## config.mk

```make
export PLATFORM = sky130hd
export DESIGN_NAME = ccg_resp_misr
export DESIGN_NICKNAME = d
export VERILOG_FILES = /design/src/rtl/ccg_resp_misr.sv
export SDC_FILE = /design/constraint.sdc
export NUM_CORES = 1
export LEC_CHECK = 0
export CAP_MARGIN = 5
export CELL_PAD_IN_SITES_DETAIL_PLACEMENT = 0
export CELL_PAD_IN_SITES_GLOBAL_PLACEMENT = 1
export CORE_ASPECT_RATIO = 1.1
export CORE_MARGIN = 4
export CORE_UTILIZATION = 31
export DETAILED_ROUTE_END_ITERATION = 10
export PLACE_DENSITY_LB_ADDON = 0.1
export SYNTH_ARGS = -nofsm -noshare
export SYNTH_HDL_FRONTEND = slang
export SYNTH_SLANG_ARGS = --single-unit
```

## constraint.sdc

```tcl
create_clock -name clk -period 1.9 [get_ports clk]
set_input_delay 0.38 -clock clk [delete_from_list [all_inputs] [get_ports clk]]
set_output_delay 0.38 -clock clk [all_outputs]
set_load 0.02 [all_outputs]
```

## src/rtl/ccg_resp_misr.sv

```systemverilog
// Response-compaction MISR for CCGRCG benchmark circuits: folds N_VEC response vectors into a signature and compares it to a golden value.
// Optional build macro CCG_RESP_MASK_EN adds an f_mask input that zeroes don't-care bits before compaction.
module ccg_resp_misr #(
    parameter int             W     = 19,
    parameter int             N_VEC = 256,
    parameter logic [W-1:0]   POLY  = 19'h00027,
    parameter logic [W-1:0]   SEED  = 19'h00000
) (
    input  logic          clk,
    input  logic          rst,
    input  logic          start,
    input  logic [W-1:0]  golden,
    input  logic [W-1:0]  f_in,
`ifdef CCG_RESP_MASK_EN
    input  logic [W-1:0]  f_mask,
`endif
    input  logic          in_valid,
    output logic          in_ready,
    output logic          busy,
    output logic          done,
    output logic [W-1:0]  sig,
    output logic          pass,
    output logic [15:0]   vec_cnt
);

    typedef enum logic [1:0] {S_IDLE, S_RUN, S_DONE} state_t;

    localparam logic [15:0] LAST_CNT = 16'(N_VEC - 1);

    state_t          state;
    logic [W-1:0]    golden_q;
    logic [W-1:0]    term;
    logic [W-1:0]    sig_next;
    logic            accept;
    logic            last_vec;

    // One MISR clock: shift left, fold the MSB back through the feedback taps, inject the response.
    function automatic logic [W-1:0] misr_step(input logic [W-1:0] s, input logic [W-1:0] d);
        return {s[W-2:0], 1'b0} ^ (s[W-1] ? POLY : '0) ^ d;
    endfunction

    always_comb begin
`ifdef CCG_RESP_MASK_EN
        term = f_in & ~f_mask;
`else
        term = f_in;
`endif
        sig_next = misr_step(sig, term);
        accept   = in_valid & in_ready;
        last_vec = (vec_cnt == LAST_CNT);
    end

    always_ff @(posedge clk) begin
        if (rst) begin
            state    <= S_IDLE;
            sig      <= SEED;
            vec_cnt  <= '0;
            golden_q <= '0;
            in_ready <= 1'b0;
            busy     <= 1'b0;
            done     <= 1'b0;
            pass     <= 1'b0;
        end else begin
            case (state)
                S_IDLE, S_DONE: begin
                    if (start) begin
                        state    <= S_RUN;
                        sig      <= SEED;
                        vec_cnt  <= '0;
                        golden_q <= golden;
                        pass     <= 1'b0;
                        in_ready <= 1'b1;
                        busy     <= 1'b1;
                        done     <= 1'b0;
                    end
                end
                S_RUN: begin
                    if (accept) begin
                        sig     <= sig_next;
                        vec_cnt <= vec_cnt + 16'd1;
                        // The compare uses the post-update signature so pass is valid together with done.
                        if (last_vec) begin
                            state    <= S_DONE;
                            in_ready <= 1'b0;
                            busy     <= 1'b0;
                            done     <= 1'b1;
                            pass     <= (sig_next == golden_q);
                        end
                    end
                end
                default: begin
                    state    <= S_IDLE;
                    in_ready <= 1'b0;
                    busy     <= 1'b0;
                    done     <= 1'b0;
                end
            endcase
        end
    end

endmodule

```

==> metrics list, run 1 <==
- Result of the run: finished clean
- Summed over all instances, the cell type with the most area after synthesis is dfxtp_1.
* Biggest area contributors in the synthesized netlist: dfxtp_1, xnor2_1, a21oi_1
- EDFF count, synth: 0
* Unrepaired setup endpoints after global routing: true
- Slack of the worst reg-to-reg path: 0.08 ns
- The detailed router finished its first iteration with approximately 70 violations.
* Via count of the first global-routing pass: approximately 2.5k
- Of the cells placed in the final design, the portion with a size suffix greater than 1 is 0.150.
* Finished Core Util: 0.490
- Post-layout min period: roughly 1.8 ns
- GRT Overall Usage: 0.150
* Average detailed-routed wire length per instance: ~13 um
* Post-detailed-route count of antenna-violating nets: 0
* Count of final setup violators: 0
* Sinks on Clock Net: 58
- Sequential share of the synthesized area: 0.427
* Part of the power in the clock network: 0.436
- Combinational family with the most area after synthesis: simple AND/OR/NAND/NOR gates
- The worst-case IR drop observed on VDD is ~0.33 mV.
- Width of the die: 97.3 um
- The worst setup path is captured at a flop.
- The worst hold path belongs to the class reg2reg.
- In this run the cell area of the synthesized design comes to roughly 2700 um2.
- Fmax: 548 MHz
- Wire length of the first global-routing pass: between 10 and 15 mm
* Sequential group share of total power: 0.418
- Total iterations of the first detailed-routing run: 4
- Clock latency at the later pin of the worst-skew pair: 0.33 ns
* Library cell used as clock root buffer: clkbuf_8
- In this run the power spent charging and discharging nets is approximately 750 uW.
* Final Power: roughly 3100 uW
* Total CTS buffers: 9
* Number of antenna violations at the first check in global routing: 0
* Number of port buffers: 80
* Launching element of the worst setup path: vec_cnt[8]$_SDFFE_PP0P_
- Area of combinational cells with multiple inputs: approximately 1500 um2
* Multiplexer fraction of the synthesized cell area: 0.00368
- Number of warnings reported in the yosys synthesis log: 0
- Area fraction in compound gates after synthesis: 0.115
- Number of pins with negative max-slew slack in the final report: 0
- Of the total synthesized cell area, the portion taken by AND, OR, NAND and NOR gates is 0.247.
* Commonest cells in the synthesized netlist: dfxtp_1, nand2_1, a21oi_1
- Mean Syn Cell Area: roughly 8.2 um2
- Across the routed clock network, the largest skew measured is roughly 0.0076 ns.
- Routability congestion estimate from global placement: ~0.76
- Across the run, the number of max-cap violations was 0.
* Final hold slack: around 0.47 ns
- Least-Margin Pin Slew: around 0.35 ns
* Comb pwr share: 0.146
* CTS tree: done
- Sum Neg Setup Slack: 0 ns
- Sw frac: 0.243
- In this run the count of I/O pins placed on the die edge is 81.
- In the synthesized netlist, the number of instances is approximately 330.
- For the worst setup path, the data arrival time is 2.05 ns.
* Maximum fanout along the worst path: 2
- The region available for standard cell placement spans around 8500 um2.
* Reg-to-reg startpoint: vec_cnt[8]$_SDFFE_PP0P_
- Fraction of the cycle the final worst path needs: 0.960
* Count of unique library cells instantiated by Yosys: 38
- Data on the critical path is required at its endpoint by around 2.1 ns.
- Maximum buffer depth of the clock tree: 2
* Number of diodes added for antenna fixing: 0
- Source of the worst hold timing path: golden_q[15]$_SDFFE_PP0P_
* Maximum number of pins on one net before global-route repair: 30
- Layout overhead on the synthesized area: 52.3%
* Area fraction of the dominant cell type after synthesis: 0.427
- For this design the ratio of total power to cell area is approximately 740 nW/um2.
- Of the total synthesized cell area, the portion taken by full adders, half adders and majority gates is 0.00460.
* Total wire length: approximately 7.5 mm
* Filler instances: ~840
- Fin worst setup slack: between 0.07 and 0.08 ns
* Primary FF master, synth: dfxtp_1
- The die is approximately 110 um tall.
- The synthesized design contains just under 60 register bits.
- Number of DRC violations after detailed routing: 0
- When the netlist entered floorplanning its net count stood at 375.
- Quantity of hold-fixing buffers added after cts: 0
* Seq. cell area: 1160 um2
- Vias/cell: between 4 and 5
- Clock-pin slew on the worst setup and hold paths: roughly 0.070 ns
- For this block, the via count after detailed routing is approximately 2.5k.
- Row generation in the floorplan step produced 35 rows.
- Final number of hold-violating endpoints: 0
- Post-Synth XOR/XNOR Area: 0.167
- dfxtp_1 is the most common cell in the netlist.
- Internal power comes to about 2300 uW.
- Effective utilization at floorplan: 0.322
- CTS built an H-tree with a depth of 3.
* Relative slew margins: 0.758
* Proportion of register bits with asynchronous set or reset after synthesis: 0
- Dpl ws: -0.249 ns
* Worst Setup Start Kind: flop
* Startpoint-to-endpoint class of the critical path: reg2reg
- Estimated wirelength of the detail-placed design: about 5.6 mm
- For this design the static power due to leakage is between 0.001 and 0.0015 uW.
- Die area: between 10000 and 15000 um2
- Number of nets in the layout: just under 500
* Grt total ovfl: 0
[flip-flops by register name, indices dropped and copies added, names as in the netlist]
register	flops
busy	1
done	1
golden_q	19
pass	1
sig	19
state	1
vec_cnt	16
[routing by layer]
layer  vias up  GRT usage  wire, um
met5         -          0         0
met4         0     0.0445        82
met3         7     0.0453       402
met2        62      0.231      3420
met1      1133      0.201      3600
li1       1335          -         -
[placed cells by master (no fill, tap or decap), drive strengths merged, types with 2 or more instances in the layout]
master         Yosys  layout
xnor2             34      34
o21ai              5       5
nand3             16      16
or4                2       2
nand2             52      52
dfxtp             58      58
nor3              17      17
xor2              18      18
a21oi             45      45
nor2              31      31
buf                3      39
or3                5       5
clkdlybuf4s50      0      80
a211o              2       2
nand2b             4       4
clkbuf            16      12
nand4              2       2
inv                5       5
nor4               4       4
bufinv             0       2
[path summary, 6_finish.rpt]
| kind | endpoint | depth (start not counted) |
|---|---|---|
| max | busy$_SDFFE_PP0P_ | 6 |
| min | golden_q[15]$_SDFFE_PP0P_ | 2 |
| min reg2reg | golden_q[15]$_SDFFE_PP0P_ | 2 |
| max reg2reg | busy$_SDFFE_PP0P_ | 6 |
[area by class of cell]
cell class	instances	area share
multi-input combinational	250	0.357
sequential	58	0.281
timing repair buffer	119	0.267
clock buffer	12	0.0399
tap	111	0.0335
clock inverter	4	0.0175
inverter	5	0.00453
[cells by family after synthesis]
group | Yosys count
compound gates | 57
xor+xnor | 52
fa+ha+maj | 1
buf+inv | 24
flops | 58
mux | 1
simple gates | 139
[timing repair]
| action | CTS | global route |
|---|---|---|
| setup endpoints to repair | 1 | 2 |
| gates resized for setup | 2 | 4 |
| endpoints found under the hold margin | 0 | 0 |
| buffers inserted | 1 | 0 |
| pin swaps | 3 | 5 |
[per-stage QoR]
| step | instance area, um2 | cells |
|---|---|---|
| after global routing | 4140 | 559 |
| after detailed placement | 3880 | 542 |
| after global placement | 3880 | 542 |
| after floorplan | 2720 | 332 |
| after CTS | 4130 | 559 |
| final | 4140 | 559 |
[power by group through the flow]
stage          clock [uW]  sequential, uW  combinational (uW)
4_1_cts              1370            1290                 459
3_3_place_gp            0            1320                 456
2_1_floorplan           0            1330                 208
6_report             1350            1290                 452
3_5_place_dp            0            1320                 456
5_1_grt              1430            1290                 500
[worst max-delay path, cell delays in order (launching register included)]
cell and delay [ns]:
dfxtp_2 0.32, or4_4 0.54, nor4_4 0.32, buf_4 0.16, a31o_1 0.16, a21boi_2 0.05
o21ba_1 0.16
Power figures use the tool's default switching activity.
==> run 2, diff against run 1 <==
Settings changed: CTS_CLUSTER_DIAMETER set to 120.
==> results of run 2 <==
Final layout, timing and power as in run 1 (identical DEF).
==> run 3, diff against run 2 <==
Settings changed: HOLD_SLACK_MARGIN set to 0.03, MAX_ROUTING_LAYER set to met4.
==> run 3 against run 2 <==
Compared with the run above:
- critical path depth did not move
- final area stayed put
- clock power hardly changed
- critical path type unchanged
- largest cell class unchanged
- highest routed layer unchanged
==> metrics list, run 3 (synthesis gave the netlist of run 1 again) <==
- In this run the most critical hold path is launched from golden_q[15]$_SDFFE_PP0P_.
- The number of pins exceeding their max-slew limit in the final report came to 0 (unchanged).
- Count of final setup violators: 0 (unchanged)
- WP data required: 2.13 ns (about the same)
- Worst VDD drop: 0.331 mV (-0.90%)
- The number of cell rows came to 35 (unchanged).
* Clock-pin slew on the worst setup and hold paths: 0.07 ns (about the same)
- Leaving out fill and tap cells, the most frequent cell in the layout is clkdlybuf4s50_1.
- Walking the worst path, the cells encountered are or4_4 -> nor4_4 -> buf_4 -> a31o_1 -> a21boi_2 -> o21ba_1.
- Vias/cell: 4.56 (+0.43%)
- Fraction of the cycle the final worst path needs: 0.959 (about the same)
- The final setup skew was 0.00808 ns (+0.000525 ns).
- Number of nets in the layout: 486 (unchanged)
- The number of clock buffers inserted by TritonCTS is 9 (unchanged).
- Maximum number of pins on one net before global-route repair: 30 (unchanged)
- Slack of the worst reg-to-reg path: 0.08 ns (about the same)
- Fmax: 549 MHz (about the same)
- Die area: 10300 um2 (unchanged)
- Final number of hold-violating endpoints: 0 (unchanged)
- The chip width was 97.3 um (unchanged).
- The area of the core was 8450 um2 (unchanged).
* Estimated wirelength of the detail-placed design: 5.63 mm (unchanged)
- Routability congestion estimate from global placement: 0.773 (+1.3%)
* Endpoint of the worst register-to-register path: busy$_SDFFE_PP0P_
- The max capacitance violation total was 0 (unchanged).
- GR Util met3: 0.0302 (-0.0151)
* Critical path buffer and inverter count: 1 (unchanged)
* Layout overhead on the synthesized area: 52.3% (unchanged)
- The aggregate global-route resource usage is 0.153 (+0.00371).
- The die extent in y is 106 um (unchanged).
- The worst hold path terminates at golden_q[15]$_SDFFE_PP0P_.
- The run finished with clean final reports.
- The relative max-transition margin came to 0.758 (about the same).
* Least-Margin Pin Slew: 0.354 ns (-0.00000131 ns)
- Worst endpoint data arrival time: 2.05 ns (about the same)
* Sum Neg Setup Slack: 0 ns (unchanged)
* Leakage power: 0.00149 uW (unchanged)
* Maximum buffer depth of the clock tree: 2 (unchanged)
* Global-route layer with the greatest usage: met2
* Worst hold stages: 2 (unchanged)
* Drt initial violations: 68 (-5.6%)
- The wire length reported by the detailed router is 7.47 mm (-0.41%).
* Unrepaired setup endpoints after global routing: true
* Biggest cell delay along the critical path: 0.54 ns (about the same)
* Filler instances: 842 (unchanged)
* Reg-to-reg startpoint: vec_cnt[8]$_SDFFE_PP0P_
* CTS H-tree lvls: 3 (unchanged)
* Worst Setup Start Kind: flop
* Worst-path cell with the longest stage delay: or4_4
* Share of cells above drive strength 1: 0.150 (unchanged)
* Power per unit of standard cell area: 742 nW/um2 (-0.42%)
- The highest net fanout along the worst path came to 2 (unchanged).
* Logic depth of the worst register-to-register path: 6 (unchanged)
- The clock period minus worst slack is 1.82 ns (-0.000940 ns).
- Sinks on Clock Net: 58 (unchanged)
* Worst setup EP type: flop
* Effective utilization at floorplan: 0.322 (unchanged)
* Grt total ovfl: 0 (unchanged)
* Wire length of the first global-routing pass: 12.4 mm (about the same)
- CTS tree: done
* Clock latency at the later pin of the worst-skew pair: 0.33 ns (about the same)
- The path class of the tightest hold or removal check is reg2reg.
- Number of vias in the routed layout: 2548 (+0.43%)
- The top cell types in the final layout, fill and taps aside, are clkdlybuf4s50_1, dfxtp_1, nand2_1, a21oi_1, buf_4.
* Kind of cell adding the most delay to the critical path: simple AND/OR/NAND/NOR gates
- Final Power: 3070 uW (-0.42%)
- Post-detailed-route count of antenna-violating nets: 0 (unchanged)
- The port buffer count came to 80 (unchanged).
- Number of primary I/O pins: 81 (unchanged)
- Number of antenna violations at the first check in global routing: 0 (unchanged)
- Library cell used as clock root buffer: clkbuf_8
- The final antenna diode count was 0 (unchanged).
- The met1 global-route usage came to 0.203 (+0.00201).
- The met2 track demand over resource is 0.231 (unchanged).
* Startpoint-to-endpoint class of the critical path: reg2reg
- Via count of the first global-routing pass: 2479 (+0.24%)
- Quantity of hold-fixing buffers added after cts: 0 (unchanged)
- Total iterations of the first detailed-routing run: 4 (unchanged)
* Largest registers ranked by flip-flop count: golden_q: 19 flops, sig: 19 flops, vec_cnt: 16 flops
* Number of DRC violations after detailed routing: 0 (unchanged)
- The detail-routed net length per standard cell came to 13.4 um (-0.41%).
- Finished Core Util: 0.490 (unchanged)
-- run 3: cell counts in the layout (fill, tap and decap cells not counted) --
No cell type changed its count.
-- run 3: what timing repair did --
action,4_1_cts,5_1_grt
pin swaps,3,5
cloned,0,0
endpoints found under the setup margin,1,2
endpoints found under the hold margin,0,0
gates resized for setup,2,4
setup buffers,1,0
-- run 3: final cells by class --
cell class	count	area, um2	area share
clock buffers	12	165	0.0399
clock inverters	4	72.6	0.0175
inverters	5	18.8	0.00453
multi-input cells	250	1480	0.357
flip-flops and latches	58	1160	0.281
well taps	111	139	0.0335
repair buffers	119	1110	0.267
-- run 3: power by group --
group | leakage (uW) | switching (uW) | internal, uW
Clock | 0.000119 | 490 | 844
Combinational | 0.000903 | 213 | 238
Sequential | 0.000473 | 33.4 | 1260
-- run 3: per-layer routing --
metal  wire, um  vias to the layer above
met5          0                        -
met4         94                        0
met3        309                        9
met2       3490                       52
met1       3580                     1150
li1           -                     1337
-- run 3: how the worst max path moves through the flow --
stage | start | end | slack (ns) | cells past startpoint
4_1_cts | vec_cnt[10]$_SDFFE_PP0P_ | pass$_SDFFE_PP0P_ | 0.03 | 5
3_3_place_gp | f_in[0] | pass$_SDFFE_PP0P_ | -0.20 | 6
2_1_floorplan | vec_cnt[15]$_SDFFE_PP0P_ | pass$_SDFFE_PP0P_ | 0.02 | 5
5_1_grt | vec_cnt[8]$_SDFFE_PP0P_ | pass$_SDFFE_PP0P_ | -0.01 | 5
3_5_place_dp | f_in[0] | pass$_SDFFE_PP0P_ | -0.25 | 6
6_report | vec_cnt[8]$_SDFFE_PP0P_ | busy$_SDFFE_PP0P_ | 0.08 | 6
-- run 3: metrics by stage --
step | area, um2 | hold slack, ns | std cells | worst slack (ns)
after floorplan | 2720 | 0.448 | 332 | 0.0169
after global placement | 3880 | 0.455 | 542 | -0.195
after detailed placement | 3880 | 0.460 | 542 | -0.249
after CTS | 4130 | 0.469 | 559 | 0.0323
after global routing | 4140 | 0.485 | 559 | -0.0112
final | 4140 | 0.467 | 559 | 0.0778
-- run 3: tightest hold or removal path: cells and delay by family, from the launching register on --
| family | cells | cell delay [ns] |
|---|---|---|
| AND/OR/NAND/NOR | 1 | 0.05 |
| flip-flops | 1 | 0.32 |
| AO/OA/AOI/OAI | 1 | 0.05 |
